===== src/rtl/snake_key_pkg.sv =====
// Shared types and scan-code constants for the PS2 direction controller.
// Direction encoding, FSM states, key decode and opposite-direction helper.
package snake_key_pkg;

    typedef enum logic [1:0] {
        DIR_UP    = 2'd0,
        DIR_RIGHT = 2'd1,
        DIR_DOWN  = 2'd2,
        DIR_LEFT  = 2'd3
    } dir_t;

    typedef enum logic [1:0] {
        IDLE    = 2'd0,
        EXT     = 2'd1,
        BRK     = 2'd2,
        EXT_BRK = 2'd3
    } ps2_state_t;

    localparam logic [7:0] SC_BREAK  = 8'hF0;
    localparam logic [7:0] SC_EXTEND = 8'hE0;
    localparam logic [7:0] SC_W      = 8'h1D;
    localparam logic [7:0] SC_D      = 8'h23;
    localparam logic [7:0] SC_S      = 8'h1B;
    localparam logic [7:0] SC_A      = 8'h1C;
    localparam logic [7:0] SC_P      = 8'h4D;
    localparam logic [7:0] SC_UP     = 8'h75;
    localparam logic [7:0] SC_RIGHT  = 8'h74;
    localparam logic [7:0] SC_DOWN   = 8'h72;
    localparam logic [7:0] SC_LEFT   = 8'h6B;

    typedef struct packed {
        logic hit;
        logic is_pause;
        dir_t dir;
    } key_t;

    function automatic dir_t opposite_dir(input dir_t d);
        return dir_t'(d ^ 2'd2);
    endfunction

    // Extended codes only map the arrow cluster; 4D is pause only as a plain code.
    function automatic key_t decode_key(input logic [7:0] code, input logic ext);
        key_t k;
        k.hit      = 1'b1;
        k.is_pause = 1'b0;
        k.dir      = DIR_UP;
        if (ext) begin
            case (code)
                SC_UP:    k.dir = DIR_UP;
                SC_RIGHT: k.dir = DIR_RIGHT;
                SC_DOWN:  k.dir = DIR_DOWN;
                SC_LEFT:  k.dir = DIR_LEFT;
                default:  k.hit = 1'b0;
            endcase
        end else begin
            case (code)
                SC_W:    k.dir = DIR_UP;
                SC_D:    k.dir = DIR_RIGHT;
                SC_S:    k.dir = DIR_DOWN;
                SC_A:    k.dir = DIR_LEFT;
                SC_P:    k.is_pause = 1'b1;
                default: k.hit = 1'b0;
            endcase
        end
        return k;
    endfunction

endpackage


===== src/rtl/dir_fifo.sv =====
// DEPTH x 2-bit synchronous direction FIFO with head and last-written outputs.
// A push while full is accepted only if a pop happens in the same cycle.
module dir_fifo
    import snake_key_pkg::*;
#(
    parameter int DEPTH = 4
) (
    input  logic clk,
    input  logic reset,
    input  logic push,
    input  logic pop,
    input  dir_t din,
    output dir_t head,
    output dir_t last,
    output logic full,
    output logic empty
);

    localparam int AW = $clog2(DEPTH);
    localparam int CW = AW + 1;

    dir_t            mem_r [DEPTH];
    logic [AW-1:0]   wr_ptr_r;
    logic [AW-1:0]   rd_ptr_r;
    logic [CW-1:0]   count_r;
    dir_t            last_r;
    logic            do_push_s;
    logic            do_pop_s;

    assign full      = (count_r == CW'(DEPTH));
    assign empty     = (count_r == {CW{1'b0}});
    assign do_pop_s  = pop && !empty;
    assign do_push_s = push && (!full || do_pop_s);
    assign last      = last_r;
    assign head      = empty ? DIR_UP : mem_r[rd_ptr_r];

    // Storage, pointers and occupancy count.
    always_ff @(posedge clk) begin
        if (reset) begin
            for (int i = 0; i < DEPTH; i++) begin
                mem_r[i] <= DIR_UP;
            end
            wr_ptr_r <= {AW{1'b0}};
            rd_ptr_r <= {AW{1'b0}};
            count_r  <= {CW{1'b0}};
            last_r   <= DIR_UP;
        end else begin
            if (do_push_s) begin
                mem_r[wr_ptr_r] <= din;
                wr_ptr_r        <= wr_ptr_r + AW'(1);
                last_r          <= din;
            end
            if (do_pop_s) begin
                rd_ptr_r <= rd_ptr_r + AW'(1);
            end
            case ({do_push_s, do_pop_s})
                2'b10:   count_r <= count_r + CW'(1);
                2'b01:   count_r <= count_r - CW'(1);
                default: count_r <= count_r;
            endcase
        end
    end

endmodule


===== src/rtl/ps2_dir_ctrl.sv =====
// PS2 scan-code to snake direction controller: prefix FSM, decode, acceptance, FIFO.
// Optional typematic repeat filter enabled by defining PS2_KEY_REPEAT_FILTER_EN.
module ps2_dir_ctrl
    import snake_key_pkg::*;
#(
    parameter int DEPTH       = 4,
    parameter int TIMEOUT_CYC = 50000
) (
    input  logic       clk,
    input  logic       reset,
    input  logic       code_valid,
    input  logic [7:0] code_byte,
    input  logic [1:0] game_dir,
    input  logic       dir_ready,
    output logic       dir_valid,
    output logic [1:0] dir_out,
    output logic       pause_toggle,
    output logic       overflow
);

    localparam int TW = $clog2(TIMEOUT_CYC + 1);

    ps2_state_t    state_r;
    logic [TW-1:0] tmo_cnt_r;
    logic          pause_r;
    logic          overflow_r;

    logic make_s;
    logic break_s;
    logic ext_s;
    key_t key_s;
    logic make_ok_s;
    dir_t ref_dir_s;
    logic push_s;
    logic pop_s;
    dir_t fifo_head_s;
    dir_t fifo_last_s;
    logic fifo_full_s;
    logic fifo_empty_s;

    // Classify the strobed byte as make/break and plain/extended from the FSM state.
    always_comb begin
        make_s  = 1'b0;
        break_s = 1'b0;
        ext_s   = 1'b0;
        if (code_valid) begin
            case (state_r)
                IDLE: begin
                    if (code_byte != SC_BREAK && code_byte != SC_EXTEND) begin
                        make_s = 1'b1;
                    end else begin
                        make_s = 1'b0;
                    end
                end
                EXT: begin
                    ext_s = 1'b1;
                    if (code_byte != SC_BREAK) begin
                        make_s = 1'b1;
                    end else begin
                        make_s = 1'b0;
                    end
                end
                BRK: begin
                    break_s = 1'b1;
                end
                EXT_BRK: begin
                    break_s = 1'b1;
                    ext_s   = 1'b1;
                end
                default: begin
                    make_s = 1'b0;
                end
            endcase
        end else begin
            make_s = 1'b0;
        end
    end

    assign key_s = decode_key(code_byte, ext_s);

`ifdef PS2_KEY_REPEAT_FILTER_EN
    logic [4:0] held_r;
    logic [2:0] key_idx_s;

    assign key_idx_s = key_s.is_pause ? 3'd4 : {1'b0, key_s.dir};
    assign make_ok_s = !held_r[key_idx_s];

    // Held-key mask: plain and extended codes of one direction share a bit.
    always_ff @(posedge clk) begin
        if (reset) begin
            held_r <= 5'd0;
        end else if (make_s && key_s.hit) begin
            held_r[key_idx_s] <= 1'b1;
        end else if (break_s && key_s.hit) begin
            held_r[key_idx_s] <= 1'b0;
        end else begin
            held_r <= held_r;
        end
    end
`else
    assign make_ok_s = 1'b1;
`endif

    // The reference is the newest queued move, so reversals are judged against it.
    assign ref_dir_s = fifo_empty_s ? dir_t'(game_dir) : fifo_last_s;
    assign push_s    = make_s && key_s.hit && !key_s.is_pause && make_ok_s &&
                       (key_s.dir != ref_dir_s) && (key_s.dir != opposite_dir(ref_dir_s));
    assign pop_s     = !fifo_empty_s && dir_ready;

    dir_fifo #(.DEPTH(DEPTH)) u_fifo (
        .clk   (clk),
        .reset (reset),
        .push  (push_s),
        .pop   (pop_s),
        .din   (key_s.dir),
        .head  (fifo_head_s),
        .last  (fifo_last_s),
        .full  (fifo_full_s),
        .empty (fifo_empty_s)
    );

    // Prefix FSM with idle timeout, pause pulse and sticky overflow flag.
    always_ff @(posedge clk) begin
        if (reset) begin
            state_r    <= IDLE;
            tmo_cnt_r  <= {TW{1'b0}};
            pause_r    <= 1'b0;
            overflow_r <= 1'b0;
        end else begin
            pause_r <= make_s && key_s.hit && key_s.is_pause && make_ok_s;
            if (push_s && fifo_full_s && !pop_s) begin
                overflow_r <= 1'b1;
            end else begin
                overflow_r <= overflow_r;
            end
            if (code_valid) begin
                tmo_cnt_r <= {TW{1'b0}};
                case (state_r)
                    IDLE: begin
                        if (code_byte == SC_BREAK) begin
                            state_r <= BRK;
                        end else if (code_byte == SC_EXTEND) begin
                            state_r <= EXT;
                        end else begin
                            state_r <= IDLE;
                        end
                    end
                    EXT:     state_r <= (code_byte == SC_BREAK) ? EXT_BRK : IDLE;
                    default: state_r <= IDLE;
                endcase
            end else if (state_r == IDLE) begin
                tmo_cnt_r <= {TW{1'b0}};
            end else if (tmo_cnt_r == TW'(TIMEOUT_CYC - 1)) begin
                state_r   <= IDLE;
                tmo_cnt_r <= {TW{1'b0}};
            end else begin
                tmo_cnt_r <= tmo_cnt_r + TW'(1);
            end
        end
    end

    assign dir_valid    = !fifo_empty_s;
    assign dir_out      = fifo_head_s;
    assign pause_toggle = pause_r;
    assign overflow     = overflow_r;

endmodule

===== config.mk =====
export PLATFORM = sky130hd
export DESIGN_NAME = ps2_dir_ctrl
export DESIGN_NICKNAME = d
export VERILOG_FILES = /design/src/rtl/snake_key_pkg.sv /design/src/rtl/dir_fifo.sv /design/src/rtl/ps2_dir_ctrl.sv
export SDC_FILE = /design/constraint.sdc
export NUM_CORES = 1
export LEC_CHECK = 0
export CORE_MARGIN = 2
export CORE_UTILIZATION = 57
export CTS_CLUSTER_DIAMETER = 30
export CTS_CLUSTER_SIZE = 20
export DETAILED_ROUTE_END_ITERATION = 12
export MAX_ROUTING_LAYER = met4
export PLACE_DENSITY = 0.82
export SETUP_SLACK_MARGIN = 0.02
export SKIP_LAST_GASP = 1
export SLEW_MARGIN = 5
export SYNTH_ARGS = -nofsm -noshare
export SYNTH_HDL_FRONTEND = slang
export SYNTH_SLANG_ARGS = --single-unit

===== constraint.sdc =====
create_clock -name clk -period 4.3 [get_ports clk]
set_clock_uncertainty 0.05 [all_clocks]
set_input_delay 0.86 -clock clk [delete_from_list [all_inputs] [get_ports clk]]
set_output_delay 0.86 -clock clk [all_outputs]
set_load 0.05 [all_outputs]

==> impl_metrics.tcl, run 1 <==
set metrics [dict create \
    core_area_mm2 0.00361 \
    status "completed" \
    cts_tree "yes" \
    hpwl_um 2920 \
    p_switching_w 0.000145 \
    path_clk_slew_ns 0.08 \
    clkLatencyLatePin_ns 0.28 \
    worst_pin_slew_ns 0.524 \
    initial_core_util 0.580 \
    cp-start-kind "primary input" \
    async_reset_ff_frac 0 \
    critPathArrivalTime_ns 4.07 \
    p_int_w 0.000540 \
    utilization 0.669 \
    avgSynthCellArea_um2 9.51 \
    synth_nets 237 \
    peakVddDrop_uv 139 \
    ios 19 \
    comb_power_share 0.073 \
    top_usage_layer "met2" \
    routed_wirelength_um 3790 \
    synth_ff_type "dfxtp_1" \
    drtPass1Iterations 4 \
    setup_viol 0 \
    post_cts_buffers 0 \
    grt_max_degree 17 \
    grt_use_met2 0.352 \
    maxCapViolCount 0 \
    rsz0062_at_grt "no" \
    timing.setup.tns_ns 0 \
    antenna_found_initial 0 \
    cts_resized 0 \
    io_buffer_count 17 \
    cts_root_buf "clkbuf_8" \
    hp-class "flop to flop" \
    grt_pass1_wl_um 6870 \
    p_seq_frac 0.536 \
    clkPwrFrac 0.391 \
    ys_seq_area_frac 0.402 \
    grt_usage 0.214 \
    die_w_um 64.6 \
    synth_cell_type_count 53 \
    drive_gt1_frac 0.129 \
    drtIter0Drc 87 \
    syn-instance-count 220 \
    hold_viol 0 \
    fill_cells 299 \
    num_vias 1595 \
    synth_seq_cells 38 \
    place.gp.congestion 0.825 \
    cts_buffers 5 \
    sw_frac_of_total 0.212 \
    required_ns 4.46 \
    drv_slew 0 \
    numClockSinks 38 \
    area_growth_pct 15.2 \
    avgRoutedWirePerCell_um 13.2 \
    pwr_density_cell_mw_per_mm2 284 \
    synth.cell_area_mm2 0.00209 \
    p_leak_nw 0.829 \
    yosysWarnings 0 \
    ant_nets 0 \
    crit_path_max_fanout 8 \
    first_global_vias 1592 \
    fp-row-count 22 \
    htree_levels 2 \
    timing.final.crit_share 0.908 \
    drc 0 \
    nNetsFinal 256 \
    hold_buffers 0 \
    end_kind "flop" \
    relSlewSlack 0.646 \
    routed_via_density 5.54 \
    die_h_um 64.6 \
    post-route-min-period_ns 3.91 \
    grt.met3_usage 0.0330 \
    use_met1 0.271 \
    fmax_ghz 0.256 \
    cts_buffer_depth 2 \
    grt_overflow 0 \
    synth-edff-count 8 \
    layout_common_cells "nor2_1, dfxtp_1, clkdlybuf4s50_1, nand2_1, xor2_1" \
    num_antenna_cells 0 \
    dieArea_mm2 0.00417 \
    final_common_cell "nor2_1" \
    critPathKind "primary input to flop" \
]
-- flip-flops by register name, indices dropped and copies added, names as in the netlist, named ones only --
register	cells
overflow	1
state_r	2
u_fifo.rd_ptr_r	2
u_fifo.mem_r	8
tmo_cnt_r	16
pause_toggle	1
u_fifo.wr_ptr_r	2
u_fifo.count_r	3
u_fifo.last	1
-- path summary, 6_finish.rpt --
| path | start | endpoint | slack [ns] | cells past startpoint |
|---|---|---|---|---|
| min | tmo_cnt_r[0] | tmo_cnt_r[0] | 0.41 | 1 |
| min reg2reg | tmo_cnt_r[0] | tmo_cnt_r[0] | 0.41 | 1 |
| max | code_byte[4] | u_fifo.count_r[2] | 0.39 | 13 |
| max reg2reg | u_fifo.count_r[0] | u_fifo.count_r[2] | 1.19 | 11 |
-- layout make-up --
cell class / count / area [um^2] / share of cell area
flip-flops and latches: 38 / 841 / 0.349
inverters: 10 / 37.5 / 0.0156
multi-input cells: 165 / 1190 / 0.492
repair buffers: 19 / 185 / 0.0768
clock buffers: 8 / 101 / 0.0420
well taps: 48 / 60.1 / 0.0249
-- per-layer routing --
metal	wire, um	share of wire
met3	117	0.031
met1	1830	0.48
met2	1800	0.47
met5	0	0
met4	51	0.013
-- kinds of logic (layout without fill, tap and decap cells) --
kind of cell	after synthesis	after routing	share of synthesized area
XOR/XNOR	19	19	0.0831
flip-flops	38	38	0.402
AND/OR/NAND/NOR	110	110	0.298
buffers and inverters	17	37	0.0317
AO/OA/AOI/OAI	26	26	0.112
adder cells (fa/ha/maj)	3	3	0.0215
multiplexers	7	7	0.0514
-- worst max-delay path, cell delays in order --
cell	delay, ns
clkdlybuf4s50_1	0.60
and4bb_2	0.27
a21oi_1	0.33
o41ai_4	0.18
xnor2_2	0.31
mux2i_1	0.17
nand2_1	0.11
ha_1	0.19
inv_1	0.06
fa_1	0.38
xor2_1	0.15
or3_1	0.30
a21oi_1	0.14
-- cell usage after synthesis (5+ instances only) --
| library cell | instances | share of area |
|---|---|---|
| a21oi_1 | 6 | 0.014 |
| and3_1 | 9 | 0.027 |
| clkbuf_1 | 5 | 0.0090 |
| dfxtp_1 | 30 | 0.29 |
| edfxtp_1 | 8 | 0.11 |
| inv_1 | 10 | 0.018 |
| nand2_1 | 13 | 0.023 |
| nand3_1 | 9 | 0.022 |
| nor2_1 | 35 | 0.063 |
| nor3_1 | 6 | 0.014 |
| xnor2_1 | 7 | 0.029 |
| xor2_1 | 11 | 0.046 |
-- per-stage QoR --
step           std cells  cell area, um^2  hold slack, ns  power [W]  setup WS, ns
5_1_grt              288             2410           0.440   0.000708         0.232
3_5_place_dp         280             2310           0.391   0.000425         0.139
3_3_place_gp         280             2310           0.376   0.000424         0.267
2_1_floorplan        220             2090           0.363   0.000403          1.07
4_1_cts              288             2410           0.408   0.000688         0.401
6_report             288             2410           0.410   0.000685         0.394
-- power by group through the flow --
stage	clock network [W]	registers, W	logic, W
2_1_floorplan	0	0.000375	0.0000280
3_3_place_gp	0	0.000375	0.0000485
3_5_place_dp	0	0.000376	0.0000497
4_1_cts	0.000270	0.000367	0.0000499
5_1_grt	0.000285	0.000368	0.0000550
6_report	0.000268	0.000367	0.0000501
No activity file was read; power rests on OpenSTA's default activity.
==> run 2, diff against run 1 <==
- SLEW_MARGIN: 5 -> 30
==> results of run 2 <==
The final DEF is identical to that of run 1; final timing and power are the same.
